==> src/rtl/instruction_fetch_pkg.sv <==
// Shared fetch-stage types: FSM state encoding, reset PC and the 64-bit instruction pair.
package instruction_fetch_pkg;
   localparam int DATA_W = 32;
   localparam logic [DATA_W-1:0] RESET_PC_DEFAULT = 32'hBFC0_0000;

   typedef logic [2*DATA_W-1:0] fetch_pair_t;

   typedef enum logic [1:0] {
      S_REQ  = 2'd0,
      S_WAIT = 2'd1,
      S_DROP = 2'd2
   } fetch_state_t;
endpackage

==> src/rtl/ifetch_perf_counter.sv <==
// Free-running fetch performance counters (instructions written, fifo_full stall cycles).
module ifetch_perf_counter
   import instruction_fetch_pkg::*;
(
   input  logic              clk,
   input  logic              rst,
   input  logic              write_en1,
   input  logic              write_en2,
   input  logic              stall,
   output logic [DATA_W-1:0] perf_fetched,
   output logic [DATA_W-1:0] perf_stall
);
   logic [1:0] fetch_inc;

   assign fetch_inc = {1'b0, write_en1} + {1'b0, write_en2};

   always_ff @(posedge clk or posedge rst) begin
      if (rst) begin
         perf_fetched <= '0;
         perf_stall   <= '0;
      end else begin
         perf_fetched <= perf_fetched + DATA_W'(fetch_inc);
         if (stall)
            perf_stall <= perf_stall + 1'b1;
      end
   end
endmodule

==> src/rtl/instruction_fetch.sv <==
// Fetch stage: one outstanding 8-byte icache request, redirect drop, dual-slot FIFO write.
// Optional counters built when IFETCH_PERF_CNT_EN is defined; otherwise perf_* read 0.
module instruction_fetch
   import instruction_fetch_pkg::*;
#(
   parameter logic [DATA_W-1:0] RESET_PC = RESET_PC_DEFAULT
) (
   input  logic              clk,
   input  logic              rst,
   input  logic              redirect_valid,
   input  logic [DATA_W-1:0] redirect_pc,
   input  logic              fifo_full,
   output logic              icache_req_valid,
   output logic [DATA_W-1:0] icache_req_addr,
   input  logic              icache_req_ready,
   input  logic              icache_resp_valid,
   input  fetch_pair_t       icache_resp_data,
   output logic              write_en1,
   output logic              write_en2,
   output logic [DATA_W-1:0] write_data1,
   output logic [DATA_W-1:0] write_data2,
   output logic [DATA_W-1:0] write_address1,
   output logic [DATA_W-1:0] write_address2,
   output logic [DATA_W-1:0] perf_fetched,
   output logic [DATA_W-1:0] perf_stall
);
   fetch_state_t      state;
   logic [DATA_W-1:0] pc;
   logic [DATA_W-1:0] req_pc;
   logic              req_fire;

   // rst gating keeps the request low while the async reset is held
   assign icache_req_valid = !rst && (state == S_REQ) && !fifo_full && !redirect_valid;
   assign icache_req_addr  = {pc[DATA_W-1:3], 3'b000};
   assign req_fire         = icache_req_valid && icache_req_ready;

   always_ff @(posedge clk or posedge rst) begin
      if (rst) begin
         state          <= S_REQ;
         pc             <= RESET_PC;
         req_pc         <= RESET_PC;
         write_en1      <= 1'b0;
         write_en2      <= 1'b0;
         write_data1    <= '0;
         write_data2    <= '0;
         write_address1 <= '0;
         write_address2 <= '0;
      end else begin
         write_en1      <= 1'b0;
         write_en2      <= 1'b0;
         write_data1    <= '0;
         write_data2    <= '0;
         write_address1 <= '0;
         write_address2 <= '0;
         case (state)
            S_REQ: begin
               if (redirect_valid) begin
                  pc <= redirect_pc;
               end else if (req_fire) begin
                  req_pc <= pc;
                  state  <= S_WAIT;
               end
            end
            S_WAIT: begin
               if (redirect_valid) begin
                  pc    <= redirect_pc;
                  state <= icache_resp_valid ? S_REQ : S_DROP;
               end else if (icache_resp_valid) begin
                  state          <= S_REQ;
                  write_en1      <= 1'b1;
                  write_address1 <= req_pc;
                  if (!req_pc[2]) begin
                     write_data1    <= icache_resp_data[DATA_W-1:0];
                     write_en2      <= 1'b1;
                     write_data2    <= icache_resp_data[2*DATA_W-1:DATA_W];
                     write_address2 <= req_pc + 32'd4;
                     pc             <= req_pc + 32'd8;
                  end else begin
                     write_data1 <= icache_resp_data[2*DATA_W-1:DATA_W];
                     pc          <= req_pc + 32'd4;
                  end
               end
            end
            S_DROP: begin
               // the stale response is consumed even if yet another redirect arrives with it
               if (redirect_valid)
                  pc <= redirect_pc;
               if (icache_resp_valid)
                  state <= S_REQ;
            end
            default: state <= S_REQ;
         endcase
      end
   end

`ifdef IFETCH_PERF_CNT_EN
   logic stall;

   assign stall = (state == S_REQ) && fifo_full && !redirect_valid;

   ifetch_perf_counter u_perf (
      .clk          (clk),
      .rst          (rst),
      .write_en1    (write_en1),
      .write_en2    (write_en2),
      .stall        (stall),
      .perf_fetched (perf_fetched),
      .perf_stall   (perf_stall)
   );
`else
   assign perf_fetched = '0;
   assign perf_stall   = '0;
`endif
endmodule

==> config.mk <==
export PLATFORM = sky130hd
export DESIGN_NAME = instruction_fetch
export DESIGN_NICKNAME = d
export VERILOG_FILES = /design/src/rtl/instruction_fetch_pkg.sv /design/src/rtl/ifetch_perf_counter.sv /design/src/rtl/instruction_fetch.sv
export SDC_FILE = /design/constraint.sdc
export NUM_CORES = 1
export LEC_CHECK = 0
export CORE_MARGIN = 2
export CORE_UTILIZATION = 30
export CTS_BUF_LIST = sky130_fd_sc_hd__clkbuf_8 sky130_fd_sc_hd__clkbuf_16
export DETAILED_ROUTE_END_ITERATION = 10
export RECOVER_POWER = 25
export SLEW_MARGIN = 20
export SYNTH_ARGS = -nofsm -noshare
export SYNTH_HDL_FRONTEND = slang
export SYNTH_HIERARCHICAL = 1
export SYNTH_SLANG_ARGS = --single-unit
==> constraint.sdc <==
create_clock -name clk -period 19.5 [get_ports clk]
set_clock_uncertainty 0.1 [all_clocks]
set_input_delay 2.925 -clock clk [delete_from_list [all_inputs] [get_ports clk]]
set_output_delay 2.925 -clock clk [all_outputs]
set_load 0.005 [all_outputs]
==> run_results.csv, run 1 <==
group,metric,value,unit
synth,ys_ff_latch,195,
pwr,p_int,0.0006886,W
placement,hpwl,15850,um
synth,yosysTopAreaCell,"dfrtp_1",
worst_setup_path,cp_common_cell,"clkdlybuf4s50_1",
sta,slew_viol_final,131,
clock_network,clkTransAtPathRegs,70,ps
layout,utilization,41.46,%
status,status,"finished, violations left",
clock_network,post_cts_resized,0,
sta,fin_crit,8335,ps
routing,viasPerCell,4.304,
die,core,0.02763,mm^2
pwr,p_per_area,84.61,mW/mm^2
die,ios,329,
pwr,pwr-share-clk,37.0,%
pwr,leakage,5.071,nW
min_path,hold_end,"pc[0]",
clock_network,ctsRootBufferMaster,"clkbuf_16",
routing,vias,5651,
synth,ys_async_sr_fraction,100.0,%
global_routing,grt_antenna_before_repair,0,
clock_network,cts_tree,"built",
sta,setup_ws,11170,ps
layout,area_delta_synth_final,37.15,%
min_path,hold_path_startpoint,"pc[0]",
sta,setup_viol,0,
global_routing,grt_pass1_vias,5763,
routing,antenna_left,0,
clock_network,cts-buffers-inserted,17,
synth,syn_avg_cell_area,11.90,um^2
clock_network,htreeDepth,4,
routing,wl_per_cell,17.55,um
routing,drc,0,
synth,synth_top_flop_cell,"dfrtp_1",
worst_setup_path,crit_arrival,5310,ps
clock_network,insertion_delay,430,ps
worst_setup_path,reg2reg_to,"pc[27]",
sta,setup_tns,0,ps
placement,gp_congestion,0.7517,
sta,worstMarginPinSlew,5788,ps
die,initial_core_util,30.23,%
layout,fillers,2643,
worst_setup_path,cp-start-kind,"input pin",
synth,synth_top_area_share,53.03,%
routing,drtIter0Drc,244,
min_path,worstHoldPathType,"reg -> reg",
synth,synthTopCellsByArea,"dfrtp_1 (53%), buf_4 (8.7%), and2_1 (7.0%), dfstp_2 (5.7%), mux2i_1 (4.7%)",
clock_network,clock_path_buffers,2,
worst_setup_path,crit_required,16480,ps
pwr,pwr-share-comb,13.9,%
die,die_area,0.02919,mm^2
routing,drt_pre_antenna_iters,4,
placement,pre_cts_slack,11510,ps
synth,synth-edff-count,0,
die,die_w,170.9,um
die,die_y,170.9,um
worst_setup_path,cp-end-kind,"output pin",
synth,yosysUniqueCellTypes,45,
pwr,vdd_ir_drop_max,52.00,uV
worst_setup_path,crit_path_max_incr_delay,690,ps
sta,period_share,42.74,%
clock_network,cts.sinks,195,
worst_setup_path,r2r_start,"state[0]",
sta,fmax,120.0,MHz
global_routing,grt.total_usage,15.83,%
worst_setup_path,r2r_slack,15450,ps
sta,max_slew_margin,-288.0,%
synth,syn_area,0.008353,mm^2
layout,fin_nets,1025,
placement,dpl.cell_count,1281,
sta,rsz0062_at_grt,"no",
layout,finalNonFillerCells,1313,
die,rows,61,
flow_run,maxCapViolations,1,
worst_setup_path,path_cells,"clkdlybuf4s50_1 > clkbuf_1 > or4_1 > nor2_2 > clkdlybuf4s50_1",
layout,antenna_cells,0,
pwr,p_seq_share,49.1,%
synth,synth_seq_area_share,58.69,%
min_path,hold_depth,2,
synth,synth-warning-count,6,
placement,port_buffers,261,
worst_setup_path,r2r.worst_path.cells,6,
worst_setup_path,cp_max_fo,24,
worst_setup_path,critical_path_class,"in -> out",
clock_network,postCtsSetupBuffers,0,
pwr,swShare,28.96,%
global_routing,grt_overflow_total,0,
synth,synthCells,702,
global_routing,grt_pass1_wl,34510,um
worst_setup_path,slowest_stage,"or4_1",
layout,layout-drive-gt1-share,10.59,%
global_routing,grt_max_degree,131,
status,violations,"max-capacitance violations, max-slew violations",
routing,wirelength,23040,um
clock_network,cts_hold_buf,0,
pwr,power,0.0009693,W
sta,hold_viol,0,
pwr,switchingPower,0.0002807,W
-- power by group through the flow --
stage	logic, W	registers [W]	clock network (W)
detailed placement	0.000138	0.000485	0
global route	0.000149	0.000483	0.000388
global placement	0.000136	0.000483	0
finish	0.000135	0.000476	0.000358
floorplan	0.000102	0.000467	0
CTS	0.000138	0.000477	0.000371
-- final cells by class --
class | instances | area (um^2) | share of cell area [%]
flip-flops and latches | 195 | 4903 | 42.80
repair buffers | 268 | 2661 | 23.23
clock buffers | 17 | 425.4 | 3.713
inverters | 5 | 20.02 | 0.1747
well taps | 378 | 473.0 | 4.128
multi-input cells | 435 | 2793 | 24.38
clock inverters | 15 | 180.2 | 1.573
-- synthesized netlist by cell type (3+ instances only) --
cell type,n
nor4_1,3
dfrtp_1,177
buf_6,3
o21ai_0,23
a21oi_1,7
xnor2_1,11
and2_1,93
buf_2,6
mux2i_1,39
nor2_1,48
nor3_1,10
buf_1,7
buf_4,97
nand2_1,22
a32oi_1,16
nand3_1,9
nand4_1,9
mux2_2,29
mux2_4,3
and3_1,4
dfstp_2,18
clkbuf_1,19
o21ai_1,4
inv_1,5
xor2_1,14
-- registers in the layout, summed over array words and instances (netlist names) --
| signal | cells |
|---|---|
| pc | 32 |
| req_pc | 32 |
| state | 2 |
| write_address1 | 32 |
| write_address2 | 32 |
| write_data1 | 32 |
| write_data2 | 32 |
| write_en1 | 1 |
-- how the worst max path moves through the flow --
stage / start / to / slack (ps) / depth (start not counted)
floorplan: rst / pc[0] / 11190 / 1
global placement: redirect_valid / icache_req_valid / 11510 / 5
detailed placement: redirect_valid / icache_req_valid / 11510 / 5
CTS: redirect_valid / icache_req_valid / 11510 / 5
global route: rst / req_pc[2] / 10560 / 2
finish: redirect_valid / icache_req_valid / 11170 / 5
-- metrics by stage --
step	area [um^2]	hold slack [ps]
after floorplan	8601	346.0
after global placement	10860	359.1
after detailed placement	10860	366.4
after CTS	11470	383.3
after global routing	11460	425.1
final	11460	381.0
-- worst max-delay path: cells and delay by family --
family	cells	cell delay, ps
buffers and inverters	3	1460
AND/OR/NAND/NOR	2	910
-- layout by cell type, fill, tap and decap left out, drive strengths merged, types with 2 or more instances in the layout --
master	n
a21o	2
a21oi	7
a32o	2
a32oi	16
and2	93
and3	4
and4	2
buf	6
clkbuf	18
clkdlybuf4s50	253
clkinv	7
clkinvlp	2
conb	67
dfrtp	177
dfstp	18
dlygate4sd3	8
inv	11
mux2	32
mux2i	39
nand2	23
nand3	11
nand4	9
nor2	50
nor3	10
nor4	5
o21ai	27
xnor2	11
xor2	14
-- cell families (layout without fill, tap and decap cells) --
group	Yosys count	in the layout	share of synthesized area, %
DFF	195	195	58.69
xor gates and xnor gates	25	25	2.621
muxes	71	71	9.122
adders and majority gates	1	1	0.1498
buffers and inverters	138	305	10.93
and+or+nand+nor	212	212	13.81
other	1	67	0.04489
AOI/OAI and AO/OA	59	59	4.629
-- layer usage --
metal  global-route usage (%)  vias to the layer above  part of all wire, %
met5                        0                        -                    0
li1                         -                     2611                    -
met4                    3.758                        0                 0.93
met1                    20.67                     2771                   44
met3                    4.071                       16                  7.6
met2                    26.37                      253                   47
(Power assumes the default switching activity.)
==> run 2, diff against run 1 <==
==> constraint.sdc (replaced) <==
create_clock -name clk -period 8.2 [get_ports clk]
set_clock_uncertainty 0.1 [all_clocks]
set_input_delay 1.23 -clock clk [delete_from_list [all_inputs] [get_ports clk]]
set_output_delay 1.23 -clock clk [all_outputs]
set_load 0.005 [all_outputs]
==> run 2 against run 1 <==
Compared with the run above: the run now ends clean; non-clock buffer count did not move; via count fell by 0.78%; combinational power rose by 140%; cell area barely moved; count of clock-buffer cells in the layout did not move; cell count did not move; routed wire length fell by 0.39%; sequential cell count did not move; clock power rose by 140%; sequential power rose by 140%; die area did not move; first-iteration DRC count rose by 17%; critical endpoint is now pc[27].
==> run_results.csv, run 2 (synthesized netlist as in run 1, its figures left out) <==
group,metric,value,unit
die,die_y,170.9,um
routing,antenna_left,0,
global_routing,grt_antenna_before_repair,2,
pwr,switchingPower,0.0006672,W
sta,setup_tns,0,ps
clock_network,cts_hold_buf,0,
clock_network,clkTransAtPathRegs,80,ps
pwr,pwr-share-comb,13.9,%
pwr,vdd_ir_drop_max,122.5,uV
layout,area_delta_synth_final,37.21,%
sta,hold_viol,0,
layout,antenna_cells,0,
routing,drt_pre_antenna_iters,4,
routing,viasPerCell,4.270,
pwr,leakage,5.087,nW
worst_setup_path,crit_family,"buffers and inverters",
clock_network,insertion_delay,430,ps
worst_setup_path,slowest_stage,"clkinv_1",
sta,setup_viol,0,
placement,port_buffers,261,
pwr,p_int,0.001636,W
layout,finalNonFillerCells,1313,
clock_network,clock_path_buffers,2,
clock_network,post_cts_resized,0,
global_routing,grt_pass1_vias,5627,
die,die_area,0.02919,mm^2
clock_network,cts-buffers-inserted,17,
layout,mostFrequentLayoutCell,"clkdlybuf4s50_1",
routing,drtIter0Drc,285,
pwr,power,0.002303,W
global_routing,grt_overflow_total,0,
layout,seq_area,0.004903,mm^2
pwr,p_per_area,201.0,mW/mm^2
worst_setup_path,cp-start-kind,"input pin",
flow_run,maxCapViolations,0,
layout,layout-drive-gt1-share,10.59,%
pwr,p_seq_share,49.1,%
clock_network,htreeDepth,4,
sta,fmax,198.6,MHz
worst_setup_path,cp_num_buf_inv,4,
worst_setup_path,crit_arrival,5300,ps
die,rows,61,
sta,period_share,61.40,%
sta,slew_viol_final,0,
min_path,worstHoldPathType,"reg -> reg",
die,initial_core_util,30.23,%
die,die_w,170.9,um
placement,pre_cts_slack,3627,ps
layout,fin_area,0.01146,mm^2
routing,drc,0,
sta,setup_ws,3165,ps
routing,wl_per_cell,17.48,um
status,status,"complete, no violations",
placement,placed_area,0.01086,mm^2
worst_setup_path,cp_max_fo,38,
layout,fin_nets,1025,
layout,fillers,2650,
routing,vias,5607,
placement,hpwl,15880,um
global_routing,grt_max_degree,129,
layout,final_cell_mix,"clkdlybuf4s50_1 (251), dfrtp_1 (176), and2_1 (93), conb_1 (67), nor2_1 (48)",
clock_network,cts.sinks,195,
clock_network,postCtsSetupBuffers,0,
worst_setup_path,path_cells,"clkdlybuf4s50_1 > clkbuf_1 > nor2b_1 > nand3_2 > buf_4 > clkinv_1 > and2_1 > a211o_1",
global_routing,grt.total_usage,15.70,%
worst_setup_path,cp-end-kind,"flip-flop",
sta,fin_crit,5035,ps
placement,dpl.cell_count,1281,
die,core,0.02763,mm^2
die,ios,329,
global_routing,grt_pass1_wl,34100,um
routing,wirelength,22950,um
worst_setup_path,critical_path_class,"in -> reg",
worst_setup_path,crit_path_max_incr_delay,940,ps
sta,rsz0062_at_grt,"no",
sta,worstMarginPinSlew,1159,ps
placement,gp_congestion,0.7643,
clock_network,ctsRootBufferMaster,"clkbuf_16",
worst_setup_path,crit_required,8470,ps
layout,multi_input_area,0.002793,mm^2
sta,max_slew_margin,22.77,%
pwr,swShare,28.97,%
pwr,pwr-share-clk,36.9,%
clock_network,cts_tree,"built",
==> run 2: changes by cell type in the layout (fill, tap and decap cells not counted), sizes merged <==
cell	previous run	this run
clkdlybuf4s50	253	251
clkinvlp	2	0
dlygate4sd3	8	10
clkinv	7	8
inv	11	12
==> run 2: tightest hold or removal path, cell delays in order (launching register included) <==
cell,delay [ps]
dfrtp_1,350
nand2_1,40
o21ai_0,60
==> run 2: power by group through the flow <==
stage	Combinational, W	Sequential, W	Clock, W
after floorplan	0.000243	0.00111	0
after global placement	0.000324	0.00115	0
after detailed placement	0.000327	0.00115	0
after CTS	0.000329	0.00113	0.000881
after global routing	0.000354	0.00115	0.000922
final	0.000321	0.00113	0.000851
==> run 2: routing by layer <==
layer  wire length [um]  track usage (%)  part of all wire (%)
met3               1856            4.811                   8.1
met4                248            3.943                   1.1
met2              10750            25.17                    47
met1              10070            20.78                    44
met5                 27                0                  0.12
==> run 2: worst paths after layout <==
check                                     end  depth (start not counted)      startpoint  slack, ps
setup / recovery                       pc[27]                          8  redirect_valid       3160
hold / removal                          pc[0]                          2           pc[0]        390
setup reg to reg                       pc[27]                          6        state[0]       4300
hold reg to reg                         pc[0]                          2           pc[0]        390
max in group asynchronous     write_data2[24]                          3             rst       5210
min in group asynchronous  write_address1[12]                          2             rst       1360
==> run 2: layout make-up <==
class	instances	area share, %
Clock inverter	15	1.561
Multi-Input combinational cell	435	24.37
Inverter	5	0.2293
Timing Repair Buffer	268	23.22
Clock buffer	17	3.712
Tap cell	378	4.127
Sequential cell	195	42.78
==> run 2: per-stage QoR <==
| step | hold slack, ps | util, % |
|---|---|---|
| after global placement | 361.2 | 39.31 |
| after global routing | 424.4 | 41.48 |
| final | 388.6 | 41.48 |
| after detailed placement | 374.0 | 39.31 |
| after floorplan | 346.0 | - |
| after CTS | 392.5 | 41.50 |
